File: src/rtl/keypad_emulator.sv
// keypad_emulator: responder end of a 4x4 column-drive / row-sense keypad scan.
// Latency: a key pushed into an empty queue is pressed one edge later, and Row follows Col by one edge.
// Backpressure: key_ready = !fifo_full. abort flushes the queue and drops any push offered in the same cycle.
//
// Ports:
//   clk, rst_n          - single rising-edge clock, asynchronous active-low reset
//   key_valid/key_code  - hex key offered; taken on an edge where key_valid && key_ready
//   key_ready           - queue has room
//   abort               - synchronous flush of the queue plus release of the current key
//   Col                 - scanner column drive, active-low (C1..C4 = Col[3]..Col[0])
//   Row                 - registered row return, active-low (R1..R4 = Row[3]..Row[0]), idle 4'b1111
//   press_active        - high while a key is held down
//   busy                - a key is pressed or in its release gap, or keys are still queued
module keypad_emulator #(
  parameter int HOLD_CYCLES = 1000000,
  parameter int GAP_CYCLES  = 500000,
  parameter int FIFO_DEPTH  = 4
) (
  input  logic       clk,
  input  logic       rst_n,
  input  logic       key_valid,
  input  logic [3:0] key_code,
  output logic       key_ready,
  input  logic       abort,
  input  logic [3:0] Col,
  output logic [3:0] Row,
  output logic       press_active,
  output logic       busy
);

  localparam int PTR_W   = $clog2(FIFO_DEPTH);
  localparam int CNT_W   = $clog2(FIFO_DEPTH) + 1;
  localparam int TMR_MAX = (HOLD_CYCLES > GAP_CYCLES) ? HOLD_CYCLES : GAP_CYCLES;
  localparam int TMR_W   = (TMR_MAX > 1) ? $clog2(TMR_MAX) : 1;

  // The timer counts down to zero, so a window of N cycles loads N-1.
  localparam logic [TMR_W-1:0] HOLD_LOAD = TMR_W'(HOLD_CYCLES - 1);
  localparam logic [TMR_W-1:0] GAP_LOAD  = TMR_W'(GAP_CYCLES - 1);

  typedef enum logic [1:0] {
    S_IDLE  = 2'd0,
    S_PRESS = 2'd1,
    S_GAP   = 2'd2
  } state_t;

  // ---------------------------------------------------------------------------
  // Key queue
  // ---------------------------------------------------------------------------
  logic [3:0]       mem [FIFO_DEPTH];
  logic [PTR_W-1:0] wr_ptr;
  logic [PTR_W-1:0] rd_ptr;
  logic [CNT_W-1:0] count;
  logic             fifo_full;
  logic             fifo_empty;
  logic             push;
  logic             pop;

  state_t           state;
  logic [TMR_W-1:0] cnt;
  logic [3:0]       cur_key;

  assign fifo_full  = (count == CNT_W'(FIFO_DEPTH));
  assign fifo_empty = (count == '0);
  assign key_ready  = !fifo_full;

  // abort wins over both ends of the queue, so a key offered alongside it is lost.
  assign push = key_valid && key_ready && !abort;
  assign pop  = (state == S_IDLE) && !fifo_empty && !abort;

  // Storage needs no reset: count decides which entries are meaningful.
  always_ff @(posedge clk) begin
    if (push) begin
      mem[wr_ptr] <= key_code;
    end
  end

  always_ff @(posedge clk or negedge rst_n) begin
    if (!rst_n) begin
      wr_ptr <= '0;
      rd_ptr <= '0;
      count  <= '0;
    end else if (abort) begin
      wr_ptr <= '0;
      rd_ptr <= '0;
      count  <= '0;
    end else begin
      // Depth is a power of two, so the pointers wrap on their own.
      if (push) begin
        wr_ptr <= wr_ptr + PTR_W'(1);
      end
      if (pop) begin
        rd_ptr <= rd_ptr + PTR_W'(1);
      end
      case ({push, pop})
        2'b10:   count <= count + CNT_W'(1);
        2'b01:   count <= count - CNT_W'(1);
        default: count <= count;
      endcase
    end
  end

  // ---------------------------------------------------------------------------
  // Press sequencer: IDLE -> PRESS (HOLD_CYCLES) -> GAP (GAP_CYCLES) -> IDLE
  // ---------------------------------------------------------------------------
  always_ff @(posedge clk or negedge rst_n) begin
    if (!rst_n) begin
      state        <= S_IDLE;
      cnt          <= '0;
      cur_key      <= 4'h0;
      press_active <= 1'b0;
    end else if (abort) begin
      state        <= S_IDLE;
      cnt          <= '0;
      press_active <= 1'b0;
    end else begin
      case (state)
        S_IDLE: begin
          if (!fifo_empty) begin
            cur_key      <= mem[rd_ptr];
            cnt          <= HOLD_LOAD;
            state        <= S_PRESS;
            press_active <= 1'b1;
          end
        end
        S_PRESS: begin
          if (cnt == '0) begin
            cnt          <= GAP_LOAD;
            state        <= S_GAP;
            press_active <= 1'b0;
          end else begin
            cnt <= cnt - TMR_W'(1);
          end
        end
        S_GAP: begin
          if (cnt == '0) begin
            state <= S_IDLE;
          end else begin
            cnt <= cnt - TMR_W'(1);
          end
        end
        default: begin
          state        <= S_IDLE;
          cnt          <= '0;
          press_active <= 1'b0;
        end
      endcase
    end
  end

  assign busy = (state != S_IDLE) || !fifo_empty;

  // ---------------------------------------------------------------------------
  // Key map: which Col bit the held key watches and which Row pattern it returns
  // ---------------------------------------------------------------------------
  logic [1:0] key_col_sel;
  logic [3:0] key_row_pat;

  always_comb begin
    key_col_sel = 2'd3;
    key_row_pat = 4'b1111;
    case (cur_key)
      4'h1: begin key_col_sel = 2'd3; key_row_pat = 4'b0111; end
      4'h4: begin key_col_sel = 2'd3; key_row_pat = 4'b1011; end
      4'h7: begin key_col_sel = 2'd3; key_row_pat = 4'b1101; end
      4'hF: begin key_col_sel = 2'd3; key_row_pat = 4'b1110; end
      4'h2: begin key_col_sel = 2'd2; key_row_pat = 4'b0111; end
      4'h5: begin key_col_sel = 2'd2; key_row_pat = 4'b1011; end
      4'h8: begin key_col_sel = 2'd2; key_row_pat = 4'b1101; end
      4'h0: begin key_col_sel = 2'd2; key_row_pat = 4'b1110; end
      4'h3: begin key_col_sel = 2'd1; key_row_pat = 4'b0111; end
      4'h6: begin key_col_sel = 2'd1; key_row_pat = 4'b1011; end
      4'h9: begin key_col_sel = 2'd1; key_row_pat = 4'b1101; end
      4'hE: begin key_col_sel = 2'd1; key_row_pat = 4'b1110; end
      4'hA: begin key_col_sel = 2'd0; key_row_pat = 4'b0111; end
      4'hB: begin key_col_sel = 2'd0; key_row_pat = 4'b1011; end
      4'hC: begin key_col_sel = 2'd0; key_row_pat = 4'b1101; end
      4'hD: begin key_col_sel = 2'd0; key_row_pat = 4'b1110; end
      default: begin key_col_sel = 2'd3; key_row_pat = 4'b1111; end
    endcase
  end

  // Only the held key's own column matters; other low columns are ignored, so a
  // scanner driving several columns low at once still sees the row.
  // Being gated by the registered press_active, Row releases one edge after
  // abort ends a press, and the async reset releases it immediately.
  always_ff @(posedge clk or negedge rst_n) begin
    if (!rst_n) begin
      Row <= 4'b1111;
    end else if (press_active && !Col[key_col_sel]) begin
      Row <= key_row_pat;
    end else begin
      Row <= 4'b1111;
    end
  end

endmodule

File: config.mk
export PLATFORM = sky130hd
export DESIGN_NAME = keypad_emulator
export DESIGN_NICKNAME = d
export VERILOG_FILES = /design/src/rtl/keypad_emulator.sv
export SDC_FILE = /design/constraint.sdc
export NUM_CORES = 1
export LEC_CHECK = 0
export CORE_MARGIN = 4
export CORE_UTILIZATION = 62
export CTS_BUF_LIST = sky130_fd_sc_hd__clkbuf_4
export CTS_CLUSTER_SIZE = 24
export DETAILED_ROUTE_END_ITERATION = 8
export GPL_TIMING_DRIVEN = 0
export MAX_ROUTING_LAYER = met4
export PLACE_DENSITY_LB_ADDON = 0.08
export SYNTH_ARGS = -nofsm -noshare
export SYNTH_HDL_FRONTEND = slang
export SYNTH_SLANG_ARGS = --single-unit
File: constraint.sdc
create_clock -name clk -period 3.33 [get_ports clk]
set_clock_uncertainty 0.15 [all_clocks]
set_input_delay 0.4995 -clock clk [delete_from_list [all_inputs] [get_ports clk]]
set_output_delay 0.4995 -clock clk [all_outputs]
set_load 0.01 [all_outputs]
==> flow_metrics.py <==
metrics = {
    "synth": {
        "syn_nets": 317,
        "synth.most_common_cell": "dfrtp_1",
        "ys_ff_latch": 54,
        "yosys-top-cells-count": "dfrtp_1 (34), nor2_1 (27), nand2_1 (25)",
        "yosysWarnings": 0,
        "synth_edf_count": 16,
        "synthArstFlopShare_pct": 70.37,
        "synth_area_leaders": "dfrtp_1 (27%), edfxtp_1 (15%), nor4_4 (3.4%), dfstp_2 (3.3%), nor2_1 (3.2%)",
        "ys.flop_type": "dfrtp_1",
        "syn_avg_cell_area_um2": 10.55,
        "synth_top_area_share_pct": 27.06,
        "synthDistinctLibCells": 75,
        "syn_area_mm2": 0.003144,
        "synthCells": 298,
        "synth_area_leader_cell": "dfrtp_1",
        "ys_seq_area_share_pct": 45.68,
    },
    "timing": {
        "fin_crit_sh_pct": 90.37,
        "setup_viol": 0,
        "timing.hold.ws_ns": 0.04501,
        "slew_headroom_pct": 42.53,
        "fmax_mhz": 332.3,
        "slew_viol_final": 0,
        "setup_tns_ns": 0,
        "rsz0062_at_grt": "no",
        "period_minus_slack_ns": 3.009,
        "final_hold_viol_count": 0,
        "tightest_slew_ns": 0.8620,
    },
    "routing": {
        "post_drt_wl_per_cell_um": 17.54,
        "drtIter0Drc": 240,
        "dr.pass1.iters": 6,
        "routed_via_density": 6.419,
        "post-route-drc-count": 0,
        "num_vias": 2510,
        "drt-total-wl_um": 6859,
        "drt.antenna.violating_nets": 0,
    },
    "floorplan": {
        "rows": 25,
        "die_y_um": 79.22,
        "die_area_mm2": 0.006275,
        "ios": 19,
        "coreArea_mm2": 0.004817,
        "start_util_pct": 65.27,
        "dieWidth_um": 79.22,
    },
    "cells_and_area": {
        "nets": 342,
        "finish.instance_area_mm2": 0.003467,
        "utilization_pct": 71.97,
        "fillerInstances": 375,
        "antenna_cells": 0,
        "drive_above_1_share_pct": 15.43,
        "area_growth_syn_to_layout_pct": 10.27,
    },
    "cts": {
        "cts_resized": 0,
        "clock_latency_ns": 0.39,
        "hold_buffers": 0,
        "cts_buffer_depth": 2,
        "root_buffer": "clkbuf_4",
        "cts_sinks": 54,
        "numCtsBuffers": 5,
        "path_clk_slew_ns": 0.17,
        "cts_max_level": 2,
        "cts_setup_buffers": 0,
        "cts_tree": "built",
    },
    "worst_setup_path": {
        "regToRegStartpoint": "state[1]",
        "r2r_slack_ns": 0.43,
        "cp_data_arrival_time_ns": 2.36,
        "worstSetupEndpointType": "output port",
        "critPathKind": "reg2out",
        "rr_endpoint": "count[1]",
        "ff2ff_path_depth": 8,
        "critical_path_required_ns": 2.68,
        "startpoint_type": "flop",
        "cp_max_fo": 6,
    },
    "power_and_ir_drop": {
        "power_density_mw_per_mm2": 819.0,
        "peakVddDrop_mv": 0.4537,
        "leakagePower_nw": 1.330,
    },
    "place": {
        "dpl.hpwl_um": 5020,
        "routabilityCongestion": 1.001,
        "portBuffers": 18,
        "dpl_cell_area_mm2": 0.003403,
    },
    "status": {
        "status": "finished clean",
    },
    "global_route": {
        "grt_usage_pct": 24.63,
        "grt_pass1_wl_um": 11790,
        "grt_max_degree": 39,
        "antenna_found_initial": 0,
        "grt-ovfl-total": 0,
        "first_global_vias": 2392,
    },
    "min_path": {
        "worstHoldPathType": "in2async",
    },
    "run": {
        "drv_cap": 0,
    },
}
## layout by cell type (no fill, tap or decap), types with 3 or more instances in the layout
master,netlist,final
a21o_1,3,3
a21oi_1,16,16
a22oi_1,4,4
a31oi_1,4,4
and2_1,8,8
and4_1,3,3
buf_2,8,9
clkbuf_1,4,4
clkbuf_4,0,5
clkdlybuf4s50_1,0,17
dfrtp_1,34,34
dfstp_2,4,4
edfxtp_1,16,16
ha_1,6,6
inv_1,9,9
mux2_2,3,3
mux4_2,4,4
nand2_1,25,25
nand3_1,6,6
nand3b_1,3,3
nand4_1,3,3
nor2_1,27,27
nor3_1,4,4
nor4_4,5,5
o211ai_1,4,4
o21ai_0,11,11
o221ai_1,3,3
o22ai_1,5,5
o31ai_1,5,5
or2_2,3,3
or3_1,3,3
or4_1,3,3
xnor2_1,4,4
xor2_1,4,4
## cell families (layout without fill, tap and decap cells)
kind of cell / Yosys count / in the layout / share of synthesized area, %
mux: 9 / 9 / 4.576
compound gates: 82 / 82 / 18.70
xor+xnor: 8 / 8 / 2.228
flops: 54 / 54 / 45.68
fa+ha+maj: 7 / 7 / 3.024
simple gates: 114 / 114 / 22.36
buf+inv: 24 / 50 / 3.422
## flip-flops by register name (all words and copies together) (netlist names)
register,flops
Row,4
cnt,20
count,3
cur_key,4
mem,16
press_active,1
rd_ptr,2
state,2
wr_ptr,2
## critical path: stages, from the launching register on
cell and delay [ns]:
dfrtp_1 0.47, nor3_1 0.68, nand2_1 0.26, clkdlybuf4s50_1 0.56
## metal layers
| layer | wire length (um) | vias to the layer above | GRT usage, % |
|---|---|---|---|
| met3 | 464 | 20 | 3.968 |
| met5 | 0 | - | - |
| met4 | 167 | 0 | 8.076 |
| met1 | 3076 | 1204 | 34.62 |
| li1 | - | 1181 | - |
| met2 | 3151 | 105 | 36.78 |
## worst max-delay path by stage
stage | start | endpoint | slack, ns | cells past startpoint
2_1_floorplan | count[1] | count[2] | 0.87 | 9
3_3_place_gp | state[1] | count[1] | 0.48 | 8
3_5_place_dp | state[1] | count[1] | 0.46 | 8
4_1_cts | count[0] | busy | 0.38 | 3
5_1_grt | count[0] | busy | 0.20 | 3
6_report | count[0] | busy | 0.32 | 3
## power by group
group	internal (W)	switching, W	total, W
Sequential	0.000842	0.000195	0.00104
Combinational	0.000616	0.000871	0.00149
Clock	0.0000898	0.000227	0.000316
## final cells by class
type / instances / area [um2] / share of cell area [%]
clock inverters: 3 / 26.28 / 0.7578
inverters: 9 / 33.78 / 0.9744
well taps: 67 / 83.83 / 2.418
multi-input cells: 220 / 1600 / 46.16
repair buffers: 18 / 175.2 / 5.052
plain buffers: 15 / 73.82 / 2.129
flip-flops and latches: 54 / 1436 / 41.43
clock buffers: 5 / 37.54 / 1.083
## metrics by stage
step / cells / worst slack [ns] / power, W
final: 391 / 0.3206 / 0.002839
after global routing: 391 / 0.1952 / 0.003051
after CTS: 391 / 0.3754 / 0.002821
after detailed placement: 383 / 0.4600 / 0.002506
after global placement: 383 / 0.4816 / 0.002469
after floorplan: 298 / 0.8650 / 0.002128
Note: power is estimated with default switching activity, not from simulation.
